`src/rtl/morse_decoder_controller.sv`:
```
`timescale 1ns/1ps
// morse_decoder_controller
//   Single-key Morse decoder. Key press length (in ms ticks) selects dot or
//   dash. An idle gap after release commits the pending letter into an
//   eight-slot ASCII history (slot 0 = newest). A backspace edge either
//   deletes the newest committed character (when idle) or discards the
//   letter currently being keyed.
//
//   Optional feature macro: MORSE_SIDETONE_EN
//     defined   -> beep is a TONE_HZ square wave while the key is held in PRESS
//     undefined -> beep tied low, no tone divider
//
// Ports
//   clk        in   1   system clock, rising edge
//   rst        in   1   asynchronous reset, active low
//   key_in     in   1   debounced key level, 1 = pressed
//   backspace  in   1   debounced backspace level, acts on rising edge
//   seg_enc    out  64  eight ASCII slots, slot i at [8i+7:8i]
//   sym_len    out  3   symbols in the pending letter (0-5)
//   sym_bits   out  5   pending symbols, newest at bit 0, 1 = dash
//   char_valid out  1   one-cycle pulse, aligned with the updated seg_enc
//   beep       out  1   sidetone
module morse_decoder_controller #(
  parameter int CLK_FREQ = 100_000_000,
  parameter int DASH_MS  = 300,
  parameter int GAP_MS   = 800,
  parameter int TONE_HZ  = 1000
) (
  input  logic        clk,
  input  logic        rst,
  input  logic        key_in,
  input  logic        backspace,
  output logic [63:0] seg_enc,
  output logic [2:0]  sym_len,
  output logic [4:0]  sym_bits,
  output logic        char_valid,
  output logic        beep
);

  localparam int PRE_DIV = (CLK_FREQ / 1000 > 1) ? CLK_FREQ / 1000 : 2;
  localparam int PRE_W   = $clog2(PRE_DIV);
  localparam logic [PRE_W-1:0] PRE_MAX = PRE_W'(PRE_DIV - 1);
  localparam logic [15:0] DASH_T = 16'(DASH_MS);
  localparam logic [15:0] GAP_T  = 16'(GAP_MS);

  // Elaboration-time configuration guard
  if (CLK_FREQ < 2000 || TONE_HZ < 1) begin : g_bad_cfg
    $error("morse_decoder_controller: CLK_FREQ must be >= 2000 and TONE_HZ >= 1");
  end

  typedef enum logic [2:0] {IDLE, PRESS, GAP, COMMIT, WAIT_REL} state_t;

  state_t            r_state, w_nxt;
  logic [PRE_W-1:0]  r_pre;
  logic [15:0]       r_cnt;
  logic [63:0]       r_slots;
  logic [2:0]        r_len;
  logic [4:0]        r_bits;
  logic              r_ovf;
  logic              r_bs_q;
  logic              r_char_valid;

  logic w_tick, w_bs_edge, w_dash;
  logic w_cnt_clr, w_append, w_discard, w_commit, w_bs_shift;
  logic [7:0] w_char;

  assign w_tick    = (r_pre == PRE_MAX);
  assign w_bs_edge = backspace & ~r_bs_q;
  assign w_dash    = (r_cnt >= DASH_T);

  // International Morse lookup. Codes are read first-symbol-first from the
  // top of the valid bit range, since the newest symbol sits at bit 0.
  function automatic logic [7:0] f_decode(input logic [2:0] len,
                                          input logic [4:0] bits,
                                          input logic       ovf);
    logic [7:0] ch;
    ch = 8'h3F;
    if (!ovf) begin
      case (len)
        3'd1: ch = bits[0] ? 8'h54 : 8'h45;                  // T E
        3'd2: case (bits[1:0])
          2'b00: ch = 8'h49;                                 // I
          2'b01: ch = 8'h41;                                 // A
          2'b10: ch = 8'h4E;                                 // N
          default: ch = 8'h4D;                               // M
        endcase
        3'd3: case (bits[2:0])
          3'b000: ch = 8'h53;  3'b001: ch = 8'h55;           // S U
          3'b010: ch = 8'h52;  3'b011: ch = 8'h57;           // R W
          3'b100: ch = 8'h44;  3'b101: ch = 8'h4B;           // D K
          3'b110: ch = 8'h47;  default: ch = 8'h4F;          // G O
        endcase
        3'd4: case (bits[3:0])
          4'b0000: ch = 8'h48; 4'b0001: ch = 8'h56;          // H V
          4'b0010: ch = 8'h46; 4'b0100: ch = 8'h4C;          // F L
          4'b0110: ch = 8'h50; 4'b0111: ch = 8'h4A;          // P J
          4'b1000: ch = 8'h42; 4'b1001: ch = 8'h58;          // B X
          4'b1010: ch = 8'h43; 4'b1011: ch = 8'h59;          // C Y
          4'b1100: ch = 8'h5A; 4'b1101: ch = 8'h51;          // Z Q
          default: ch = 8'h3F;
        endcase
        3'd5: case (bits)
          5'b01111: ch = 8'h31; 5'b00111: ch = 8'h32;
          5'b00011: ch = 8'h33; 5'b00001: ch = 8'h34;
          5'b00000: ch = 8'h35; 5'b10000: ch = 8'h36;
          5'b11000: ch = 8'h37; 5'b11100: ch = 8'h38;
          5'b11110: ch = 8'h39; 5'b11111: ch = 8'h30;
          default:  ch = 8'h3F;
        endcase
        default: ch = 8'h3F;
      endcase
    end
    return ch;
  endfunction

  assign w_char = f_decode(r_len, r_bits, r_ovf);

  // State register
  always_ff @(posedge clk or negedge rst) begin
    if (!rst) r_state <= IDLE;
    else      r_state <= w_nxt;
  end

  // Next state and datapath controls
  always_comb begin
    w_nxt      = r_state;
    w_cnt_clr  = 1'b0;
    w_append   = 1'b0;
    w_discard  = 1'b0;
    w_commit   = 1'b0;
    w_bs_shift = 1'b0;
    case (r_state)
      IDLE: begin
        w_bs_shift = w_bs_edge;
        if (key_in) begin
          w_nxt     = PRESS;
          w_cnt_clr = 1'b1;
        end
      end
      PRESS: begin
        // Backspace beats a simultaneous release: the press is thrown away.
        if (w_bs_edge) begin
          w_discard = 1'b1;
          w_nxt     = WAIT_REL;
        end else if (!key_in) begin
          w_append  = 1'b1;
          w_cnt_clr = 1'b1;
          w_nxt     = GAP;
        end
      end
      GAP: begin
        // Gap expiry wins over a new press or backspace in the same cycle.
        if (r_cnt >= GAP_T) begin
          w_nxt = COMMIT;
        end else if (w_bs_edge) begin
          w_discard = 1'b1;
          w_nxt     = IDLE;
        end else if (key_in) begin
          w_cnt_clr = 1'b1;
          w_nxt     = PRESS;
        end
      end
      COMMIT: begin
        // Any backspace edge seen here is intentionally dropped.
        w_commit = 1'b1;
        w_nxt    = IDLE;
      end
      WAIT_REL: begin
        if (!key_in) w_nxt = IDLE;
      end
      default: w_nxt = IDLE;
    endcase
  end

  // Free-running 1 ms prescaler and ms counter
  always_ff @(posedge clk or negedge rst) begin
    if (!rst) begin
      r_pre <= '0;
      r_cnt <= '0;
    end else begin
      r_pre <= w_tick ? '0 : r_pre + 1'b1;
      if (w_cnt_clr)
        r_cnt <= '0;
      else if (w_tick && (r_state == PRESS || r_state == GAP) && r_cnt != 16'hFFFF)
        r_cnt <= r_cnt + 16'd1;
    end
  end

  // Pending letter, history slots and commit pulse
  always_ff @(posedge clk or negedge rst) begin
    if (!rst) begin
      r_slots      <= '0;
      r_len        <= '0;
      r_bits       <= '0;
      r_ovf        <= 1'b0;
      r_bs_q       <= 1'b0;
      r_char_valid <= 1'b0;
    end else begin
      r_bs_q       <= backspace;
      r_char_valid <= w_commit;
      if (w_append) begin
        if (r_len == 3'd5) begin
          r_ovf <= 1'b1;
        end else begin
          r_bits <= {r_bits[3:0], w_dash};
          r_len  <= r_len + 3'd1;
        end
      end
      if (w_discard || w_commit) begin
        r_len  <= '0;
        r_bits <= '0;
        r_ovf  <= 1'b0;
      end
      if (w_commit)
        r_slots <= {r_slots[55:0], w_char};
      else if (w_bs_shift)
        r_slots <= {8'h00, r_slots[63:8]};
    end
  end

`ifdef MORSE_SIDETONE_EN
  localparam int TONE_HALF = (CLK_FREQ / (2 * TONE_HZ) > 1) ? CLK_FREQ / (2 * TONE_HZ) : 2;
  localparam int TONE_W    = $clog2(TONE_HALF);
  localparam logic [TONE_W-1:0] TONE_MAX = TONE_W'(TONE_HALF - 1);

  logic [TONE_W-1:0] r_tone_cnt;
  logic              r_beep;

  always_ff @(posedge clk or negedge rst) begin
    if (!rst) begin
      r_tone_cnt <= '0;
      r_beep     <= 1'b0;
    end else if (r_state == PRESS && key_in) begin
      if (r_tone_cnt == TONE_MAX) begin
        r_tone_cnt <= '0;
        r_beep     <= ~r_beep;
      end else begin
        r_tone_cnt <= r_tone_cnt + 1'b1;
      end
    end else begin
      r_tone_cnt <= '0;
      r_beep     <= 1'b0;
    end
  end

  assign beep = r_beep;
`else
  assign beep = 1'b0;
`endif

  assign seg_enc    = r_slots;
  assign sym_len    = r_len;
  assign sym_bits   = r_bits;
  assign char_valid = r_char_valid;

endmodule

```
`config.mk`:
```
export PLATFORM = sky130hd
export DESIGN_NAME = morse_decoder_controller
export DESIGN_NICKNAME = d
export VERILOG_FILES = /design/src/rtl/morse_decoder_controller.sv
export SDC_FILE = /design/constraint.sdc
export NUM_CORES = 1
export LEC_CHECK = 0
export ABC_AREA = 1
export CORE_AREA = 2 2 110 112
export CTS_BUF_LIST = sky130_fd_sc_hd__clkbuf_8
export DETAILED_ROUTE_END_ITERATION = 10
export DIE_AREA = 0 0 112 114
export PLACE_DENSITY_LB_ADDON = 0.12
export SLEW_MARGIN = 10
export SYNTH_ARGS = -nofsm -noshare
export SYNTH_HDL_FRONTEND = slang
export SYNTH_SLANG_ARGS = --single-unit
```
`constraint.sdc`:
```
create_clock -name clk -period 4.85 [get_ports clk]
set_input_delay 0.7275 -clock clk [delete_from_list [all_inputs] [get_ports clk]]
set_output_delay 0.7275 -clock clk [all_outputs]
set_load 0.01 [all_outputs]
```
; ---- Yosys cells after proc, flatten, opt, wreduce, memory -nomap -nowiden
; Memory sizes are Yosys's and may differ from the RTL's.
; Cells that the tools add are included.
[totals]
ff_bits = 111
mem_bits_ro = 240
in_bits = 4
out_inout_bits = 74
word_cells = 92
memories = 2
[classes]
add_sub_neg = 3
magnitude_cmp = 2
eq_ne = 22
mux = 38
n_bitwise = 2
n_reduce_logical = 14
[memory_table]
columns = name, words, width, read_ports, rd_ports_with_merged_regs, write_ports, line_no
row1 = (no name shown), 32, 4, 1, 0, 0, 102  ; 3'd5: case (bits)
row2 = (no name shown), 16, 7, 1, 0, 0, 93  ; 3'd4: case (bits[3:0])
[op_table]
columns = cell, n
row1 = two-way mux 64 bit, 2
row2 = case mux 8 bit (5 select lines), 1
row3 = case mux 5 bit (7 select lines), 1
row4 = two-way mux 16 bit, 2
row5 = two-way mux 3 bit, 9
row6 = two-way mux 5 bit, 4
row7 = "== test 3 x 2 -> 1 bit, second input constant", 6
row8 = "== test 3 bit, second input constant", 6
row9 = "adder 17 x 1 -> 17 bit, second input constant", 1
row10 = "== test 17 bit, second input constant", 1
row11 = two-way mux 17 bit, 1
row12 = "adder 16 x 1 -> 16 bit, second input constant", 1
row13 = "greater-or-equal comparator 16 x 10 -> 1 bit, second input constant", 1
row14 = "greater-or-equal comparator 16 x 9 -> 1 bit, second input constant", 1
row15 = "inequality test 16 bit, second input constant", 1
row16 = two-way mux 1 bit, 13
row17 = case mux 3 bit (4 select lines), 1
row18 = case mux 4 bit (3 select lines), 1
row19 = "== test 3 x 1 -> 1 bit, second input constant", 3
row20 = two-way mux 8 bit, 1
row21 = nonzero test 2 bit, 4
row22 = logical NOT 3 bit, 2
row23 = AND reduction 2 bit, 3
row24 = "adder 3 x 1 -> 3 bit, second input constant", 1
row25 = other kinds (12), 14

; ---- Logic depth before layout (Yosys ltp)
; Gate-level depths: netlist of the first run.
[logic_depth]
word_depth = 8
mapped_depth = 11
ltp_nobuf = 11

; ---- Least setup slack after synthesis of the first run
; No wires, ideal clock.
[synth_timing]
path_kind = in2reg
startpoint = input backspace
endpoint = register r_len[2] (netlist: sym_len[2])
setup_ns = 0.081
arrival_time_ns = 1.583
required_time_ns = 4.769
setup_slack_ns = 3.186
path_stages = 6
path_buffers = 0
path_cell_list = nand2_2 > inv_2 > nor3_2 > nand2_1 > or2_0 > a21oi_1
[synth_between]
elab_chain_len = 7
word_cells_on_any_way = 11
classes_between = eq/ne: 1 / mux: 6 / bitwise: 1 / reduce/logical: 3
[synth_lines]
columns = element, line_no
row1 = start: declaration, 32  ; input logic backspace,
row2 = AND 1 bit *, 68  ; assign w_bs_edge = backspace & ~r_bs_q;
row3 = two-way mux 1 bit, "142, 155"
row4 = two-way mux 1 bit, 153  ; if (r_cnt >= GAP_T) begin
row5 = case mux 1 bit (2 select lines), 132  ; case (r_state)
row6 = logical OR 1 bit, 209  ; if (w_discard || w_commit) begin
row7 = inequality test 2 x 1 -> 1 bit (no line) / nonzero test 2 bit (equally long branches), n/a
row8 = AND reduction 2 bit (no line), n/a
row9 = end signal: assignment, 206  ; r_len <= r_len + 3'd1;
row10 = end: declaration, 57  ; logic [2:0] r_len;
; Every way passes the cells marked *; elsewhere a longest branch is shown, timed or not.
; A chain may end at the register's enable or synchronous reset.

; ---- Worst setup path after layout of the first run
[layout_timing]
startpoint = input backspace
endpoint = register r_slots[36] (netlist: seg_enc[36])
[layout_between]
elab_chain_len = 3
[layout_lines]
columns = element, line_no
row1 = AND 1 bit, 68
row2 = two-way mux 1 bit, 132
row3 = nonzero test 2 bit (no line), n/a
row4 = end signal: assignment, 215  ; r_slots <= {r_slots[55:0], w_char};
row5 = end signal: assignment, 217  ; r_slots <= {8'h00, r_slots[63:8]};
row6 = end: declaration, 56  ; logic [63:0] r_slots;
; Every way passes these cells.

==> results of run 1 <==
==> cells by family (layout without fill, tap and decap cells) <==
kind of cell	Yosys count	after routing	synth area share, %
AOI/OAI and AO/OA	122	122	12.1
xor gates and xnor gates	15	15	2.10
adders and majority gates	16	16	3.19
buffers and inverters	137	205	8.64
DFF	111	111	44.3
other	1	1	0.0598
and+or+nand+nor	422	422	29.6
==> power by group through the flow <==
| stage | Sequential (mW) | Clock, mW | Combinational [mW] |
|---|---|---|---|
| floorplan | 1.57 | 0 | 0.948 |
| CTS | 1.55 | 0.578 | 1.79 |
| global route | 1.59 | 0.608 | 2.00 |
| finish | 1.55 | 0.559 | 1.78 |
| detailed placement | 1.56 | 0 | 1.78 |
| global placement | 1.55 | 0 | 1.74 |
==> worst max-delay path, delay by kind of cell <==
family,cells,cell delay (ps)
and+or+nand+nor,3,970
buffers and inverters,3,1120
AOI/OAI and AO/OA,1,150
==> sequential cells by signal (all words and copies together) (netlist names) <==
signal,cells
r_state,3
sym_len,3
r_pre,17
r_ovf,1
sym_bits,5
r_bs_q,1
seg_enc,64
r_cnt,16
char_valid,1
==> Yosys cell counts, types with 14 or more instances <==
cell,n
a21oi_1,42
dfrtp_1,111
ha_1,16
inv_1,97
nand2_1,210
nand3_1,77
nand4_1,17
nor2_1,87
o21ai_0,16
o221ai_1,14
o22ai_1,15
==> cell type report <==
type,instances,area (µm²)
clock buffers,9,124
clock inverters,7,73.8
fillers,1061,4410
inverters,109,409
multi-input cells,576,2950
flip-flops and latches,111,2780
well taps,147,184
repair buffers,80,788
==> per-layer routing <==
layer | up-vias | routed length (µm)
met3 | 21 | 850
met2 | 190 | 7230
met1 | 2690 | 7230
met4 | 0 | 274
met5 | - | 0
li1 | 2822 | -
==> metrics by stage <==
| stage | worst slack, ps | utilization [%] | power [mW] | hold WS (ps) | cell area [µm²] |
|---|---|---|---|---|---|
| after detailed placement | 1710 | 60.7 | 3.34 | 464 | 7110 |
| after floorplan | 3190 | - | 2.52 | 432 | 6270 |
| final | 2120 | 62.4 | 3.89 | 446 | 7310 |
| after global routing | 1940 | 62.4 | 4.19 | 501 | 7310 |
| after CTS | 2150 | 62.4 | 3.91 | 462 | 7310 |
| after global placement | 1790 | 60.7 | 3.29 | 444 | 7110 |
==> path summary, 6_finish.rpt <==
path	from	endpoint	cells past startpoint
worst min register to register	r_pre[0]	r_pre[0]	1
worst max-delay path	backspace	seg_enc[36]	7
min in group clk	r_pre[0]	r_pre[0]	1
max in group asynchronous	rst	sym_bits[3]	2
worst max register to register	r_state[0]	seg_enc[36]	7
worst min-delay path	rst	r_cnt[7]	1
==> qor.yml, run 1 <==
status: "completed"
cts_setup_buffers: 0
dp.cells: 1023
netlist_area_mm2: 0.00627
antenna_left: 0
min_period_ps: 2730
yosys.cell_types.count: 40
grt-ovfl-total: 0
slew_headroom_pct: 33.8
yosys_warnings: 0
hpwl_mm: 10.9
cp_max_fo: 36
routed_wirelength_mm: 15.6
timing.fmax_mhz: 366
r2r_setup_slack_ps: 2430
critPathSlowestCell: "nor2_4"
yosysTopAreaCellShare_pct: 44.3
busiest_layer: "met2"
met3_usage_pct: 4.73
dieArea_mm2: 0.0128
min_path_type: "primary input to async pin"
cpPeakStageDelay_ps: 680
avgSynthCellArea_um2: 7.61
async_reset_ff_share_pct: 100
setup_viol: 0
area.growth.synth_to_final_pct: 16.5
drive_gt1_share_pct: 5.94
crit_required_ps: 5100
wire_per_inst_um: 15.0
ys_ff_latch: 111
grt_pass1_wl_mm: 26.5
mostFrequentLayoutCells: "210 x nand2_1, 111 x dfrtp_1, 97 x inv_1"
antenna_found_initial: 0
ys_top_cells_by_area: "dfrtp_1 44%, nand2_1 13%, nand3_1 6.1%"
p_comb_share_pct: 45.8
die_h_um: 114
hold_violations: 0
max_cap_violations: 0
irDropWorstVdd_uv: 372
synth_seq_area_share_pct: 44.3
io_buffers: 76
final_common_cell: "nand2_1"
p_int_mw: 2.22
cts.hold.buffers_added: 0
power.switching_mw: 1.67
grt_pass1_vias: 5531
nets: 907
cts_buffers: 9
fin_cells: 1039
synth_nets: 844
rsz0062_at_grt: "false"
drc_errors: 0
io_pins: 78
end_kind: "flop"
path_class: "primary input to flop"
p_clk_share_pct: 14.4
crit_arrival_ps: 2980
antenna_cells: 0
p_leak_nw: 3.42
grtUsageMet1_pct: 35.8
fp.dieW_um: 112
synthFlopType: "dfrtp_1"
core_mm2: 0.0117
cts_tree: "yes"
row_count: 40
cp_cell_sequence: "clkdlybuf4s50_1 > nand2_2 > nor2_4 > nor2_2 > buf_4 > inv_2 > o221ai_1"
clock-sinks: 111
final.setup.tns_ps: 0
p_seq_share_pct: 39.8
yosysTopAreaCell: "dfrtp_1"
clk_pin_slew_worst_paths_ps: 120
cts_resized: 0
drt_iter0_drc: 493
grt_max_degree: 69
fin_crit_sh_pct: 56.3
cts_root_buf: "clkbuf_8"
drv_slew: 0
vias: 5723
gp_congestion: 0.906
clock_skew_ps: 16.9
cts_max_level: 3
netlist_instances: 824
initial_core_util_pct: 53.5
drtPass1Iterations: 5
tightest_slew_ps: 992
gr-usage-all-layers_pct: 25.3
clk_latency_ps: 390
via_per_inst: 5.51
synth_edf_count: 0
start_kind: "primary input"
p_per_area_mw_per_mm2: 532
cts.path.max_buffers: 2
sw_frac_of_total_pct: 42.8
met2_usage_pct: 39.9
(Power assumes the default switching activity.)
==> inputs of run 2 (changes only) <==
==> constraint.sdc (replaced) <==
create_clock -name clk -period 2.6 [get_ports clk]
set_input_delay 0.39 -clock clk [delete_from_list [all_inputs] [get_ports clk]]
set_output_delay 0.39 -clock clk [all_outputs]
set_load 0.01 [all_outputs]
==> run 2 against run 1 <==
Net effect:
- die area is the same
- count of clock-buffer cells in the layout grew 1
- wire length shrank 0.28%
- critical path type is now flop to flop
- largest power group unchanged
==> qor.yml, run 2 (synthesis gave the netlist of run 1 again) <==
crit_family: "simple AND/OR/NAND/NOR gates"
rsz0062_at_grt: "false"
max_cap_violations: 0
dieArea_mm2: 0.0128
multiInputGateArea_mm2: 0.00295
mostFrequentLayoutCells: "210 x nand2_1, 111 x dfrtp_1, 97 x inv_1"
timing.fmax_mhz: 478
cp_max_fo: 23
clk_latency_ps: 410
vias: 5748
io_buffers: 76
drt_iter0_drc: 383
drive_gt1_share_pct: 6.47
grt_max_degree: 50
initial_core_util_pct: 53.5
cts_buffers: 9
timing.final.ws_setup_ps: 509
io_pins: 78
clock_skew_ps: 19.3
area.growth.synth_to_final_pct: 17.9
cts_setup_buffers: 0
hold_violations: 0
min_period_ps: 2090
largest_reg_flops: 64
wire_per_inst_um: 14.9
cts_max_level: 3
tightest_slew_ps: 927
cts.hold.buffers_added: 0
slew_headroom_pct: 38.1
cts_resized: 0
cts_root_buf: "clkbuf_8"
min_path_type: "primary input to async pin"
p_per_area_mw_per_mm2: 1000
drv_slew: 0
final_common_cell: "nand2_1"
grt-ovfl-total: 0
place_area_mm2: 0.00717
irDropWorstVdd_uv: 605
path_class: "flop to flop"
crit_arrival_ps: 2410
drtPass1Iterations: 6
hpwl_mm: 11.0
die_h_um: 114
via_per_inst: 5.51
fp.dieW_um: 112
grt_pass1_vias: 5506
gp_congestion: 0.923
design_area_mm2: 0.00739
final_util_pct: 63.1
antenna_cells: 0
cts.path.max_buffers: 2
antenna_left: 0
cp_cell_sequence: "nor2_2 > nand2_1 > nor2_4 > nor2_2 > inv_2 > o211ai_1"
power_mw: 7.40
drc_errors: 0
gr-usage-all-layers_pct: 25.4
start_kind: "flop"
end_kind: "flop"
worst-path-buf-inv: 1
setup_viol: 0
antenna_found_initial: 0
clock-sinks: 111
cts_tree: "yes"
critPathSlowestCell: "nor2_2"
nets: 912
p_leak_nw: 3.47
core_mm2: 0.0117
row_count: 40
grt_pass1_wl_mm: 26.3
status: "completed"
routed_wirelength_mm: 15.5
crit_required_ps: 2920
cpPeakStageDelay_ps: 700
pre_cts_ws_ps: 102
cpMostUsedCell: "nor2_2"
ff_latch_area_mm2: 0.00278
clk_pin_slew_worst_paths_ps: 110
fin_crit_sh_pct: 80.4
fillers: 1041
final.setup.tns_ps: 0
-- run 2: layout make-up --
cell class | count | share of cell area (%)
multi-input combinational | 576 | 39.9
inverter | 109 | 5.53
clock inverter | 6 | 1.13
timing repair buffer | 85 | 11.5
clock buffer | 10 | 1.86
tap | 147 | 2.49
sequential | 111 | 37.6
-- run 2: power breakdown --
group	internal (mW)	switching (mW)	leakage, nW
sequential	2.28	0.573	1.40
clock	0.498	0.661	0.113
combinational	1.53	1.87	1.96
total	4.30	3.10	3.47
-- run 2: final timing paths --
| kind | start | endpoint | slack (ps) | cells after the start |
|---|---|---|---|---|
| worst min-delay path | rst | r_cnt[10] | 0.03 | 1 |
| worst max-delay path | r_state[2] | seg_enc[50] | 510 | 6 |
| worst max register to register | r_state[2] | seg_enc[50] | 510 | 6 |
| max in group asynchronous | rst | seg_enc[32] | 1810 | 2 |
| min in group clk | backspace | r_bs_q | 470 | 1 |
| worst min register to register | r_pre[0] | r_pre[0] | 480 | 1 |
-- run 2: worst register-to-register path, cell delays in order (launching register included) --
cell	delay, ps
dfrtp_1	460
nor2_2	60
nand2_1	120
nor2_4	40
nor2_2	700
inv_2	360
o211ai_1	280
-- run 2: through the flow --
step                      hold WS, ps  instances
after floorplan                  94.4        824
after global placement            445       1028
after detailed placement          459       1028
after CTS                        14.3       1044
after global routing             44.8       1044
final                          0.0334       1044
-- run 2: per-layer routing --
metal  routed length (µm)  vias to the layer above  share of wire (%)  global-route usage, %
met1                 7170                     2712                 46                   35.0
met3                  914                       23                5.9                   5.69
met4                  291                        0                1.9                   7.80
li1                     -                     2831                  -                      -
met2                 7160                      182                 46                   40.5
met5                    0                        -                  0                      0
==> inputs of run 3 (changes only) <==
--- a/config.mk
+++ b/config.mk
@@ -6,10 +6,10 @@
 export NUM_CORES = 1
 export LEC_CHECK = 0
 export ABC_AREA = 1
-export CORE_AREA = 2 2 110 112
+export CORE_AREA = 2 2 113 115
 export CTS_BUF_LIST = sky130_fd_sc_hd__clkbuf_8
 export DETAILED_ROUTE_END_ITERATION = 10
-export DIE_AREA = 0 0 112 114
+export DIE_AREA = 0 0 115 117
 export PLACE_DENSITY_LB_ADDON = 0.12
 export SLEW_MARGIN = 10
 export SYNTH_ARGS = -nofsm -noshare
==> constraint.sdc (replaced) <==
create_clock -name clk -period 1.8 [get_ports clk]
set_input_delay 0.27 -clock clk [delete_from_list [all_inputs] [get_ports clk]]
set_output_delay 0.27 -clock clk [all_outputs]
set_load 0.01 [all_outputs]
==> run 3 against run 2 <==
Net effect:
- count of clock-buffer cells in the layout decreased by 1
- design area increased by 3.9%
- worst hold slack better by 370 ps
- worst setup slack got worse by 440 ps
- critical endpoint is now sym_bits[3]
- largest power group unchanged
==> qor.yml, run 3 (synthesis gave the netlist of run 1 again) <==
wire_per_inst_um: 15.1
drv_slew: 0
antenna_cells: 0
gp_congestion: 0.895
cp_cell_sequence: "clkdlybuf4s50_1"
critPathSlowestCell: "clkdlybuf4s50_1"
crit_family: "buffers and inverters"
worst-path-buf-inv: 1
gr-usage-all-layers_pct: 25.5
place_area_mm2: 0.00744
ff2ff_path_depth: 9
grt_max_degree: 48
row_count: 41
drc_errors: 0
design_area_mm2: 0.00768
fp.dieW_um: 115
reg2reg_to: "r_cnt[8]"
path_class: "flop to output pin"
start_kind: "flop"
nets: 943
crit_required_ps: 1530
crit_arrival_ps: 1460
hold_slack_ps: 375
die_h_um: 117
max_cap_violations: 0
clock-sinks: 111
drtPass1Iterations: 5
io_pins: 78
grt-ovfl-total: 0
via_per_inst: 5.56
drive_gt1_share_pct: 10.0
dieArea_mm2: 0.0135
antenna_found_initial: 0
timing.fmax_mhz: 579
reg2reg_from: "r_pre[0]"
cts.path.max_buffers: 2
initial_core_util_pct: 50.9
cpPeakStageDelay_ps: 580
clk_latency_ps: 390
status: "completed"
grt_pass1_vias: 5697
clk_pin_slew_worst_paths_ps: 100
irDropWorstVdd_uv: 939
cts_buffers: 9
hold_violations: 0
end_kind: "output pin"
min_path_type: "primary input to async pin"
vias: 5998
r2r_setup_slack_ps: 160
min_period_ps: 1730
core_mm2: 0.0123
mostFrequentLayoutCells: "210 x nand2_1, 108 x dfrtp_1, 97 x inv_1"
drt_iter0_drc: 509
cp_max_fo: 11
largest_reg_flops: 64
final_common_cell: "nand2_1"
p_leak_nw: 3.68
grt_pass1_wl_mm: 27.4
fin_crit_sh_pct: 95.9
clock_skew_ps: 17.2
cts_root_buf: "clkbuf_8"
p_per_area_mw_per_mm2: 1410
antenna_left: 0
area.growth.synth_to_final_pct: 22.5
cts_max_level: 3
hpwl_mm: 12.0
rsz0062_at_grt: "false"
routed_wirelength_mm: 16.2
setup_viol: 0
io_buffers: 76
cts_tree: "yes"
==> run 3: where the power goes <==
| group | internal, mW | total, mW | switching [mW] | leakage, nW |
|---|---|---|---|---|
| sequential | 3.29 | 4.10 | 0.804 | 1.40 |
| clock | 0.646 | 1.54 | 0.894 | 0.0968 |
| combinational | 2.39 | 5.20 | 2.81 | 2.18 |
==> run 3: layer usage <==
layer	part of all wire, %	wire length [µm]	global-route usage [%]	vias up
met5	0	0	0	-
met4	1.3	212	8.43	0
met3	5.6	911	3.66	14
met2	47	7620	40.2	206
met1	46	7490	36.5	2890
li1	-	-	-	2888
==> run 3: how the worst max path moves through the flow <==
stage                           start     endpoint  slack [ps]  cells past startpoint
after floorplan           sym_bits[0]   seg_enc[0]         210                     11
after detailed placement    backspace     r_cnt[9]         -20                     10
after CTS                 sym_bits[2]  sym_bits[2]          10                      2
final                     sym_bits[3]  sym_bits[3]          70                      1
after global routing         r_pre[0]     r_cnt[8]         0.3                      9
after global placement      backspace     r_cnt[3]          40                     10
==> run 3: cell type report <==
class                   instances  area, µm²
clock inverters                 7       75.1
clock buffers                   9        124
fillers                      1072       4630
repair buffers                116       1150
inverters                     109        409
well taps                     150        188
multi-input cells             576       2950
flip-flops and latches        111       2780
==> run 3: timing repair <==
action                                 in CTS  in global routing
cloned                                      0                  0
endpoints found under the hold margin      29                  0
setup endpoints to repair                   2                  9
gates resized for setup                     2                  8
setup buffers                               0                  1
hold buffers                                1                  0
==> run 3: through the flow <==
stage          instances  util, %  total power, mW  setup slack, ps  TNS, ps
5_1_grt             1078     62.4             11.7            0.312        0
3_5_place_dp        1060     60.4             9.28            -22.4    -46.2
4_1_cts             1077     62.2             10.9             14.7        0
2_1_floorplan        824        -             6.79              206        0
3_3_place_gp        1060     60.4             9.13             41.4        0
6_report            1078     62.4             10.8             73.3        0
